[config.mk]
export PLATFORM = sky130hd
export DESIGN_NAME = result_collector
export DESIGN_NICKNAME = d
export VERILOG_FILES = /design/src/rtl/result_collector.sv
export SDC_FILE = /design/constraint.sdc
export NUM_CORES = 1
export LEC_CHECK = 0
export ABC_AREA = 1
export BUFFER_PORTS_ARGS = -buffer_cell sky130_fd_sc_hd__clkbuf_2
export CAP_MARGIN = 20
export CORE_MARGIN = 5
export CORE_UTILIZATION = 42
export DETAILED_ROUTE_END_ITERATION = 8
export PLACE_DENSITY = 0.64
export SETUP_SLACK_MARGIN = 0.15
export SLEW_MARGIN = 25
export SYNTH_ARGS = -nofsm -noshare
export SYNTH_HDL_FRONTEND = slang
export SYNTH_SLANG_ARGS = --single-unit
[constraint.sdc]
create_clock -name clk -period 2.8 [get_ports clk]
set_input_delay 0 -clock clk [delete_from_list [all_inputs] [get_ports clk]]
set_output_delay 0 -clock clk [all_outputs]
set_load 0.1 [all_outputs]
[src/rtl/result_collector.sv]
// Result collector: shifts and narrows accumulator results, buffers them in a FWFT FIFO
// and re-emits them with a per-vector last flag. Define RESULT_SAT_EN for saturating narrowing.
module result_collector #(
  parameter int ACC_W   = 24,
  parameter int OUT_W   = 8,
  parameter int SHIFT   = 8,
  parameter int VEC_LEN = 8,
  parameter int DEPTH   = 4
) (
  input  logic             clk,
  input  logic             rst,
  input  logic [ACC_W-1:0] in_data,
  input  logic             in_valid,
  output logic             in_ready,
  output logic [OUT_W-1:0] out_data,
  output logic             out_valid,
  input  logic             out_ready,
  output logic             out_last,
  output logic [15:0]      vec_count
);

  localparam int PTR_W = $clog2(DEPTH);
  localparam int CNT_W = $clog2(DEPTH + 1);
  localparam int IDX_W = $clog2(VEC_LEN);

  logic [OUT_W-1:0] data_mem_r [DEPTH];
  logic [DEPTH-1:0] last_mem_r;
  logic [PTR_W-1:0] wr_ptr_r;
  logic [PTR_W-1:0] rd_ptr_r;
  logic [CNT_W-1:0] count_r;
  logic [IDX_W-1:0] idx_r;
  logic [15:0]      vec_count_r;
  logic             in_ready_r;
  logic             out_valid_r;

  logic                    push_s;
  logic                    pop_s;
  logic [CNT_W-1:0]        count_nxt_s;
  logic signed [ACC_W-1:0] shifted_s;
  logic [OUT_W-1:0]        narrow_s;
  logic                    last_s;

  // Narrow a shifted accumulator value to the output element width.
  function automatic logic [OUT_W-1:0] narrow_elem(input logic signed [ACC_W-1:0] s);
    logic [OUT_W-1:0] r;
`ifdef RESULT_SAT_EN
    logic signed [ACC_W-1:0] sat_max;
    logic signed [ACC_W-1:0] sat_min;
    sat_max = {{(ACC_W-OUT_W+1){1'b0}}, {(OUT_W-1){1'b1}}};
    sat_min = {{(ACC_W-OUT_W+1){1'b1}}, {(OUT_W-1){1'b0}}};
    if (s > sat_max) begin
      r = {1'b0, {(OUT_W-1){1'b1}}};
    end else if (s < sat_min) begin
      r = {1'b1, {(OUT_W-1){1'b0}}};
    end else begin
      r = s[OUT_W-1:0];
    end
`else
    r = s[OUT_W-1:0];
`endif
    return r;
  endfunction

  // Handshake qualification, element conversion and next occupancy.
  always_comb begin
    push_s    = in_valid && in_ready_r;
    pop_s     = out_valid_r && out_ready;
    shifted_s = $signed(in_data) >>> SHIFT;
    narrow_s  = narrow_elem(shifted_s);
    last_s    = (idx_r == IDX_W'(VEC_LEN - 1));
    case ({push_s, pop_s})
      2'b10:   count_nxt_s = count_r + CNT_W'(1);
      2'b01:   count_nxt_s = count_r - CNT_W'(1);
      default: count_nxt_s = count_r;
    endcase
  end

  // FIFO storage, pointers, occupancy and registered flow-control flags.
  always_ff @(posedge clk) begin
    if (rst) begin
      for (int i = 0; i < DEPTH; i++) begin
        data_mem_r[i] <= '0;
      end
      last_mem_r  <= '0;
      wr_ptr_r    <= '0;
      rd_ptr_r    <= '0;
      count_r     <= '0;
      in_ready_r  <= 1'b1;
      out_valid_r <= 1'b0;
    end else begin
      if (push_s) begin
        data_mem_r[wr_ptr_r] <= narrow_s;
        last_mem_r[wr_ptr_r] <= last_s;
        wr_ptr_r             <= wr_ptr_r + PTR_W'(1);
      end
      if (pop_s) begin
        rd_ptr_r <= rd_ptr_r + PTR_W'(1);
      end
      count_r     <= count_nxt_s;
      // Flags come from the next occupancy so neither depends combinationally on out_ready.
      in_ready_r  <= (count_nxt_s < CNT_W'(DEPTH));
      out_valid_r <= (count_nxt_s != CNT_W'(0));
    end
  end

  // Element index within the current vector and completed-vector counter.
  always_ff @(posedge clk) begin
    if (rst) begin
      idx_r       <= '0;
      vec_count_r <= 16'd0;
    end else begin
      if (push_s) begin
        if (last_s) begin
          idx_r <= '0;
        end else begin
          idx_r <= idx_r + IDX_W'(1);
        end
      end
      if (pop_s && last_mem_r[rd_ptr_r]) begin
        vec_count_r <= vec_count_r + 16'd1;
      end
    end
  end

  assign in_ready  = in_ready_r;
  assign out_valid = out_valid_r;
  assign out_data  = data_mem_r[rd_ptr_r];
  assign out_last  = last_mem_r[rd_ptr_r];
  assign vec_count = vec_count_r;

endmodule

Word-level counts from Yosys, hierarchy flattened:

Memories as Yosys holds them, arrays and structs flattened. A register that Yosys moved wholly into a read port is not among the register bits.
Index checks and enable logic that the tools add are counted.

* memories kept: 1
* RAM bits: 32
* output and inout port bits: 27
* ROM bits: 0
* register bits: 32
* bits in latches: 0

* divide/modulo/power cells: 0
* equality and inequality tests: 3
* shift-type cells: 0
* bitwise operators: 0
* multipliers: 0
* $lt $le $gt $ge: 4
* $add $sub $neg: 6
* reduce and logical (&&, ||, !) cells: 6
* mux-type cells: 17

Memories
* data_mem_r: depth 4, width 8, read ports 1, clocked after Yosys merged registers in 1, write ports 4, line 26 `logic [OUT_W-1:0] data_mem_r [DEPTH];`

Operator list (count)
* adder 16 x 1 -> 16 bit, second input constant: 1
* two-way mux 1 bit: 8
* two-way mux 8 bit: 1
* OR reduction 8 bit: 1
* adder 3 x 1 -> 3 bit, second input constant: 2
* less-than comparator 2 x 3 -> 1 bit, second input constant: 2
* two-way mux 2 bit: 3
* case mux 3 bit (2 select lines): 1
* adder 2 x 1 -> 2 bit, second input constant: 2
* bitwise mux 4 bit: 1
* logical AND 1 bit: 4
* equality test 3 bit, second input constant: 1
* less-than comparator 3 bit, second input constant: 1
* two-way mux 3 bit: 1
* nonzero test 3 bit: 1
* subtractor 3 x 1 -> 3 bit, second input constant: 1
* binary-select mux 1 bit (select 2 bit): 1
* demux 1 bit (select 2 bit): 1
* equality test 2 x 1 -> 1 bit, second input constant: 1
* equality test 2 bit, second input constant: 1
* >= comparator 2 x 1 -> 1 bit, second input constant: 1

Depth between registers and ports, before layout:

Gate-level depths: netlist of run 1.

* word-level depth: 6
* depth in mapped cells: 11

Least setup slack after synthesis of run 1:

Ideal clock, no wire load.

* kind: register to register
* start point: reg out_valid_r (netlist: out_valid)
* end point: reg out_valid_r (netlist: out_valid)
* setup time: 129 ps
* setup slack: 239 ps
* arrival time: 2433 ps
* path buffers: 0
* period minus slack after synthesis: 2561 ps
* cell stages (with the launch flop): 11
* cells stage by stage: dfxtp_1 > nand2_1 > inv_1 > ha_1 > inv_1 > fa_1 > nand2_1 > o21ai_0 > nand2_1 > nor2_1 > nor2_1

* longest elaborated chain between the ends: 4
* elaborated cells between the ends (all ways): 5
* classes of those cells: eq/ne (2); mux (1); reduce/logical (2)

RTL lines
* start: declaration: line 34 `logic out_valid_r;`
* start signal: assignment: line 102 `out_valid_r <= (count_nxt_s != CNT_W'(0));`
* logical AND 1 bit *: line 67 `pop_s = out_valid_r && out_ready;`
* equality test 2 x 1 -> 1 bit or equality test 2 bit (tied branches): line 71 `case ({push_s, pop_s})`
* case mux 3 bit (2 select lines) *: line 71
* nonzero test 3 bit *: line 102

Every way passes the cells marked *; elsewhere a longest branch is shown, timed or not.
A chain may end at the register's enable or synchronous reset.

==> results of run 1 <==
-- power by group through the flow --
stage | clock network, uW | registers, uW | logic [uW]
floorplan | 0 | 1260 | 613
global placement | 0 | 1180 | 828
detailed placement | 0 | 1180 | 836
CTS | 875 | 1160 | 845
global route | 927 | 1170 | 906
finish | 862 | 1160 | 838
-- critical path, cell delays in order, from the launching register on --
cell,delay [ns]
dfxtp_1,0.30
buf_4,0.18
inv_1,0.36
o21ai_0,0.13
o22ai_1,0.19
clkbuf_2,0.50
-- cell type report --
cell class,count,area [sq um]
tap,99,123.9
fill,721,3603
clock buffer,10,127.6
clock inverter,6,81.33
sequential,66,1642
timing repair buffer,45,255.2
multi-input combinational,249,1231
inverter,40,150.1
-- sequential cells by signal (all words and copies together) (netlist names), named ones only --
signal      flops
rd_ptr_r        2
vec_count      16
data_mem_r     32
idx_r           3
out_valid       1
wr_ptr_r        2
in_ready        1
count_r         3
last_mem_r      4
-- repair_timing --
action                                  4_1_cts  5_1_grt
hold buffers                                  5        0
endpoints found under the setup margin        0        0
endpoints found under the hold margin        13        0
-- metrics by stage --
stage	std cells	hold WS [ns]	area (sq um)	setup WS (ns)
finish	515	0.006927	3611	0.7987
global route	515	0.01248	3611	0.5892
CTS	515	0.00004868	3611	0.7891
detailed placement	494	0.3040	3352	0.8092
global placement	494	0.2931	3352	0.8386
floorplan	364	0.2400	3079	0.2386
-- cell usage in the layout, fill, tap and decap left out, types with 4 or more instances in the layout --
master,netlist,layout
a21oi_1,16,16
clkbuf_2,1,38
clkbuf_8,0,9
dfxtp_1,34,34
dlygate4sd3_1,0,5
edfxtp_1,32,32
ha_1,8,8
inv_1,38,38
nand2_1,64,64
nand3_1,24,24
nor2_1,83,83
nor2_2,4,4
o21ai_0,20,20
o22ai_1,8,8
xor2_1,4,4
-- cells by family after synthesis --
family | synth area share
flip-flops | 0.5331
XOR/XNOR | 0.01138
AO/OA/AOI/OAI | 0.09631
adder cells (fa/ha/maj) | 0.03901
buffers and inverters | 0.06704
AND/OR/NAND/NOR | 0.2531
-- path summary, 6_finish.rpt --
check                start               end  slack (ns)  cells past startpoint
min            in_data[13]  data_mem_r[3][5]       0.007                      3
max                   flop       out_data[1]        0.80                      5
max reg2reg       in_ready  data_mem_r[0][0]        0.81                      6
min reg2reg  last_mem_r[2]     last_mem_r[2]        0.46                      2
-- routing by layer --
metal	part of all wire	GRT usage
met1	0.47	0.2022
met2	0.47	0.2391
met3	0.049	0.04578
met4	0.018	0.07109
met5	0	0
==> metrics.txt, run 1 <==
startpoint types=flop; EDFF count, synth=32; combinational share of power=0.293; All-Layer GR Usage=0.1558; total internal power=1774 uW; sequential element share of the synthesized area=0.5331; Fin Clk Skew=about 0.018 ns; top cells by count, synth=nor2_1 (83), nand2_1 (64), inv_1 (38), dfxtp_1 (34), edfxtp_1 (32); CTS Buf Count=9; first-pass GRT wire length=10740 um; Arr. time, crit path=2.00 ns; I/O Buffers=38; residual DRC count=0; Switch Pwr=1086 uW; Synth top area share=0.3121; headroom to the max-slew limit=0.5299; Slew Viols, Final=0; HPWL Detailed=around 4300 um; Synth area leader=edfxtp_1; critical path class=flop to output pin; Final Cycle Share=0.7147; Pwr per Cell Area=a little under 800 nW/um^2; max_cap viols=0; most common cell in the netlist=nor2_1; DIE HEIGHT=about 96 um; post-synthesis async set-or-reset flop share=0; nets@finish=roughly 450; Setup crit end kind=output pin; Antenna diodes=0; Main synth FF type=dfxtp_1; vias per std cell=4.711; Clock Path Buffers=2; # IOs=55; Syn Std Cell Area=roughly 3100 sq um; DR iter-0 viols=110; Max FO, Critical Path=17; CTS tree=built; Worst-Skew Late Latency=0.35 ns; leakage=0.001551 uW; Total Power Consumption=2860 uW; RSZ-0062 raised after global routing=no; GP Congestion=0.8037; fin crit period=2.001 ns; post-CTS sizing=0; GRT Residual Overflow=0; Vias=2426; largest cells by area after synthesis=edfxtp_1 (31%), dfxtp_1 (22%), nor2_1 (10%); clock power share=0.301; Synth cell types=31; die area=9144 sq um; CORE AREA=7214 sq um; HP Class=primary input to flop; initial antenna violation count=0; Starting Density=0.4268; sw frac=0.3799; htree depth=3; Max Fclk=499.7 MHz; routed wire length=6391 um; Core Util, Final=0.5005; drt first pass iters=4; synthesized instance count=~360; Clock Sinks=66; Final TNS setup=0 ns; outcome=finished clean; fraction of layout cells with a size suffix above 1=0.1683; setup bufs post-CTS=0; Clock Tree Root=clkbuf_8; Syn Nets=approximately 400; flops & latches, synth=66; number of hold violations in the final report=0; area grow syn2layout=17.27%; largest net degree at the start of global routing=25; # rows=31; Crit path required time=between 2 and 3 ns; drt wl/cell=12.41 um; Worst-path clk slew=0.08 ns; Post-DRT Antenna Nets=0; Worst-Margin Slew=0.7043 ns; DIE WIDTH=roughly 96 um; Post-Syn Area per Cell=8.459 sq um; Reg power frac=0.406; Setup-failing EPs final=0; Peak VDD IR=0.5561 mV; synth warn=0; vias in the first global route=2347
No activity file was read; power rests on OpenSTA's default activity.
==> inputs of run 2 (changes only) <==
clock period = 2 ns   (was 2.8 ns; I/O delays follow)
==> metrics.txt, run 2 (synthesis results as in run 1) <==
CP max stage delay=0.48 ns (-0.02 ns); die area=9144 sq um (unchanged); Slew Viols, Final=0 (unchanged); GP Congestion=0.8067 (+0.37%); Post-DRT Antenna Nets=0 (unchanged); Vias=2475 (+2.0%); Pwr per Cell Area=1123 nW/um^2 (+42%); initial antenna violation count=0 (unchanged); critical path class=flop to output pin; fraction of layout cells with a size suffix above 1=0.2399 (+0.07164); headroom to the max-slew limit=0.6298 (+0.09987); HP Class=primary input to flop; Worst-path clk slew=0.07 ns (about the same); DIE WIDTH=95.63 um (unchanged); Worst-Margin Slew=0.5577 ns (-0.1467 ns); Worst path slowest cell=clkbuf_2; All-Layer GR Usage=0.1570 (+0.001191); setup bufs post-CTS=0 (unchanged); Fin Clk Skew=0.008686 ns (-0.009137 ns); vias in the first global route=2399 (+2.2%); startpoint types=flop; outcome=finished clean; DR iter-0 viols=89 (-19%); Clock Path Buffers=2 (unchanged); Hold WS=0.007707 ns (+0.0007791 ns); Max Fclk=between 500 and 600 MHz; htree depth=3 (unchanged); commonest non-fill, non-tap cell in the layout=nor2_1; Final Cycle Share=0.8630; RSZ-0062 raised after global routing=no; number of hold violations in the final report=0 (unchanged); first-pass GRT wire length=10940 um (+1.9%); CTS tree=built; Setup crit end kind=output pin; I/O Buffers=38 (unchanged); placed cell area=3475 sq um (+3.7%); Max FO, Critical Path=9 (-8); Antenna diodes=0 (unchanged); Setup-failing EPs final=0 (unchanged); max reg flops=32 (unchanged); drt wl/cell=12.45 um (+0.31%); Final TNS setup=0 ns (unchanged); Crit path required time=2.00 ns (-0.80 ns); GRT Residual Overflow=0 (unchanged); Largest Register=data_mem_r; HPWL Detailed=4470 um (+3.1%); residual DRC count=0 (unchanged); leakage=0.001613 uW (+4.0%); # IOs=55 (unchanged); # rows=31 (unchanged); drt first pass iters=4 (unchanged); Clock Tree Root=clkbuf_8; Finished Cell Area=3774 sq um (+4.5%); CORE AREA=7214 sq um (unchanged); fin crit period=~1.7 ns; largest net degree at the start of global routing=25 (unchanged); nets@finish=453 (+1.1%); most frequent cells in the layout=nor2_1 (83), nand2_1 (63), inv_1 (36), edfxtp_1 (32), clkbuf_2 (31); vias per std cell=4.760 (+1.0%); area grow syn2layout=22.55%; DIE HEIGHT=95.63 um (unchanged); cell-by-cell trace of the critical path=inv_1 > o21ai_0 > o22ai_2 > clkbuf_2; Worst-Skew Late Latency=0.34 ns (about the same); Clock Sinks=66 (unchanged); Arr. time, crit path=1.73 ns (-0.27 ns); CTS Buf Count=9 (unchanged); Peak VDD IR=0.8045 mV (+45%); max_cap viols=0 (unchanged); routed wire length=6473 um (+1.3%); Starting Density=0.4268 (unchanged)
## run 2: cell count changes in the layout (fill, tap and decap cells not counted), sizes merged
cell         previous run  this run
buf                     2        11
bufinv                  2         3
clkbuf                 48        45
clkinv                  4         3
clkinvlp                1         2
dlygate4sd3             5         4
inv                    39        38
## run 2: where the power goes
part | switching (uW) | internal, uW | leakage (uW)
combinational | 965 | 286 | 0.000882
sequential | 73.6 | 1570 | 0.000614
clock | 512 | 832 | 0.000117
## run 2: timing repair
item	CTS	global route
endpoints found under the hold margin	9	0
endpoints found under the setup margin	0	11
resized for setup	0	14
hold buffers	4	0
## run 2: per-stage QoR
step,std cells,setup slack (ns),util,power [uW]
finish,520,0.2740,0.5231,4239
global route,520,0.1394,0.5231,4452
CTS,520,0.1554,0.5208,4265
detailed placement,500,0.2572,0.4816,2909
global placement,500,0.2990,0.4816,2887
floorplan,364,0.1361,-,2686
## run 2: metal layers
layer	part of all wire	track usage	up-vias	routed length, um
li1	-	-	1288	-
met1	0.47	0.1978	1137	3035
met2	0.48	0.2600	42	3098
met3	0.039	0.04104	8	250
met4	0.014	0.05450	0	89
met5	0	0	-	0
## run 2: path summary, 6_finish.rpt
| path | startpoint | to | slack [ns] | depth (start not counted) |
|---|---|---|---|---|
| worst min-delay path | in_data[11] | data_mem_r[3][3] | 0.008 | 3 |
| worst max-delay path | flop | out_data[6] | 0.27 | 4 |
| worst min register to register | last_mem_r[0] | last_mem_r[0] | 0.46 | 2 |
| worst max register to register | in_ready | out_valid | 0.30 | 9 |
## run 2: worst max-delay path: cells and delay by family (launching register included)
family,cells,cell delay [ns]
AOI/OAI and AO/OA,2,0.25
buffers and inverters,2,0.72
DFF,1,0.42
## run 2: area by class of cell
class                   count  area [sq um]
fillers                   692          3441
flip-flops and latches     66          1662
multi-input cells         249          1291
repair buffers             50         300.3
inverters                  40         153.9
clock buffers              10         127.6
well taps                  99         123.9
clock inverters             6         115.1
==> inputs of run 3 (changes only) <==
CORE_ASPECT_RATIO = 0.6   (was unset)
==> metrics.txt, run 3 (synthesis results as in run 1) <==
fin worst setup slack=0.2534 ns (-0.02064 ns); Crit path required time=2.00 ns (about the same); Largest Register=data_mem_r; Arr. time, crit path=1.75 ns (+0.02 ns); Worst-Skew Late Latency=0.33 ns (about the same); headroom to the max-slew limit=0.6188 (-0.01095); cell-by-cell trace of the critical path=inv_1 > o21ai_0 > o22ai_2 > buf_2; # IOs=55 (unchanged); HP Start=in_data[13]; drt first pass iters=4 (unchanged); number of hold violations in the final report=0 (unchanged); largest net degree at the start of global routing=25 (unchanged); Final Cycle Share=0.8733 (+0.01032); # rows=24 (-23%); drt wl/cell=13.78 um (+11%); Worst-Margin Slew=0.5742 ns (+0.01650 ns); HPWL Detailed=5032 um (+13%); R2R cell count=10 (+1); startpoint types=flop; max reg flops=32 (unchanged); htree depth=3 (unchanged); worst flop-to-flop path endpoint=out_valid; area grow syn2layout=23.57%; nets@finish=452 (-0.22%); vias per std cell=4.865 (+2.2%); Starting Density=0.4273 (+0.0004446); GP Congestion=0.7693 (-4.6%); Setup crit end kind=output pin; DIE WIDTH=120.5 um (+26%); Vias=2486 (+0.44%); Post-DRT Antenna Nets=0 (unchanged); Peak VDD IR=0.5569 mV (-31%); GRT Residual Overflow=0 (unchanged); end of the worst hold path=data_mem_r[1][5]; placed cell count=494 (-1.2%); Worst-path clk slew=0.05 ns (-0.02 ns); most frequent cells in the layout=nor2_1 (82), nand2_1 (63), inv_1 (36), edfxtp_1 (32), clkbuf_2 (32); Non-Filler Instances=511 (-1.7%); critical path class=flop to output pin; initial antenna violation count=0 (unchanged); CTS Buf Count=9 (unchanged); Clock Tree Root=clkbuf_16; Setup WS pre-CTS=0.2330 ns (-0.02416 ns); DIE HEIGHT=76.33 um (-20%); Clock Path Buffers=2 (unchanged); Worst path slowest cell=buf_2; Clock Sinks=66 (unchanged); leakage=0.001634 uW (+1.3%); fin crit period=1.747 ns (+0.02064 ns); DR iter-0 viols=104 (+17%); CP max stage delay=0.46 ns (-0.02 ns); max_cap viols=0 (unchanged); CORE AREA=7207 sq um (-0.10%); setup bufs post-CTS=0 (unchanged); outcome=finished clean; commonest non-fill, non-tap cell in the layout=nor2_1; routed wire length=7043 um (+8.8%); All-Layer GR Usage=0.1630 (+0.006006); first-pass GRT wire length=11840 um (+8.3%); residual DRC count=0 (unchanged); Antenna diodes=0 (unchanged); Max Fclk=572.5 MHz (-1.2%); fraction of layout cells with a size suffix above 1=0.2476 (+0.007714); vias in the first global route=2357 (-1.8%); die area=9200 sq um (+0.61%); Max FO, Critical Path=9 (unchanged); Final TNS setup=0 ns (unchanged); HP Class=primary input to flop; Fin Clk Skew=0.005530 ns (-0.003156 ns); Crit Reg-Reg Startpoint=out_valid; Hold Crit Depth=3 (unchanged); RSZ-0062 raised after global routing=yes; CTS tree=built; Slew Viols, Final=0 (unchanged); Pwr per Cell Area=1143 nW/um^2 (+1.7%); reg2reg setup slack=0.27 ns (-0.03 ns); I/O Buffers=38 (unchanged); Setup-failing EPs final=0 (unchanged); Core Util, Final=0.5280 (+0.004885)
==> run 3: layout make-up <==
cell class,instances,area [sq um]
repair buffers,49,302.8
well taps,91,113.9
clock buffers,10,229.0
clock inverters,6,33.78
fillers,654,3402
inverters,40,153.9
multi-input cells,249,1310
flip-flops and latches,66,1662
==> run 3: power breakdown <==
group / switching [uW] / internal [uW] / total, uW
Clock: 557 / 826 / 1380
Sequential: 81.6 / 1570 / 1650
Combinational: 1010 / 300 / 1310
==> run 3: metal layers <==
layer	vias to the layer above	global-route usage	wire (um)
li1	1287	-	-
met1	1123	0.2479	3642
met2	70	0.2156	2902
met3	6	0.04822	432
met4	0	0.05769	66
met5	-	0	0
==> run 3: worst max-delay path by stage <==
stage	from	endpoint	slack [ns]	cells past startpoint
2_1_floorplan	out_valid	out_valid	0.14	10
3_3_place_gp	in_ready	out_valid	0.27	9
3_5_place_dp	out_valid	out_valid	0.23	10
4_1_cts	flop	out_data[6]	0.19	4
5_1_grt	flop	out_data[2]	0.14	4
6_report	flop	out_data[0]	0.25	4
==> run 3: critical path, delay by kind of cell (launching register included) <==
kind | cells | cell delay [ns]
buf+inv | 2 | 0.72
flops | 1 | 0.40
compound gates | 2 | 0.29
==> run 3: repair_timing <==
action                                  in CTS  in global routing
endpoints found under the hold margin        2                  0
hold buffers                                 1                  0
resized for setup                            0                 15
endpoints found under the setup margin       0                 11
==> run 3: metrics by stage <==
step / power [uW] / area, sq um / hold slack [ns]
2_1_floorplan: 2686 / 3157 / 0.2400
3_3_place_gp: 2924 / 3505 / 0.3036
3_5_place_dp: 2942 / 3505 / 0.3062
4_1_cts: 4334 / 3777 / 0.007417
5_1_grt: 4561 / 3805 / 0.03116
6_report: 4348 / 3805 / 0.02615
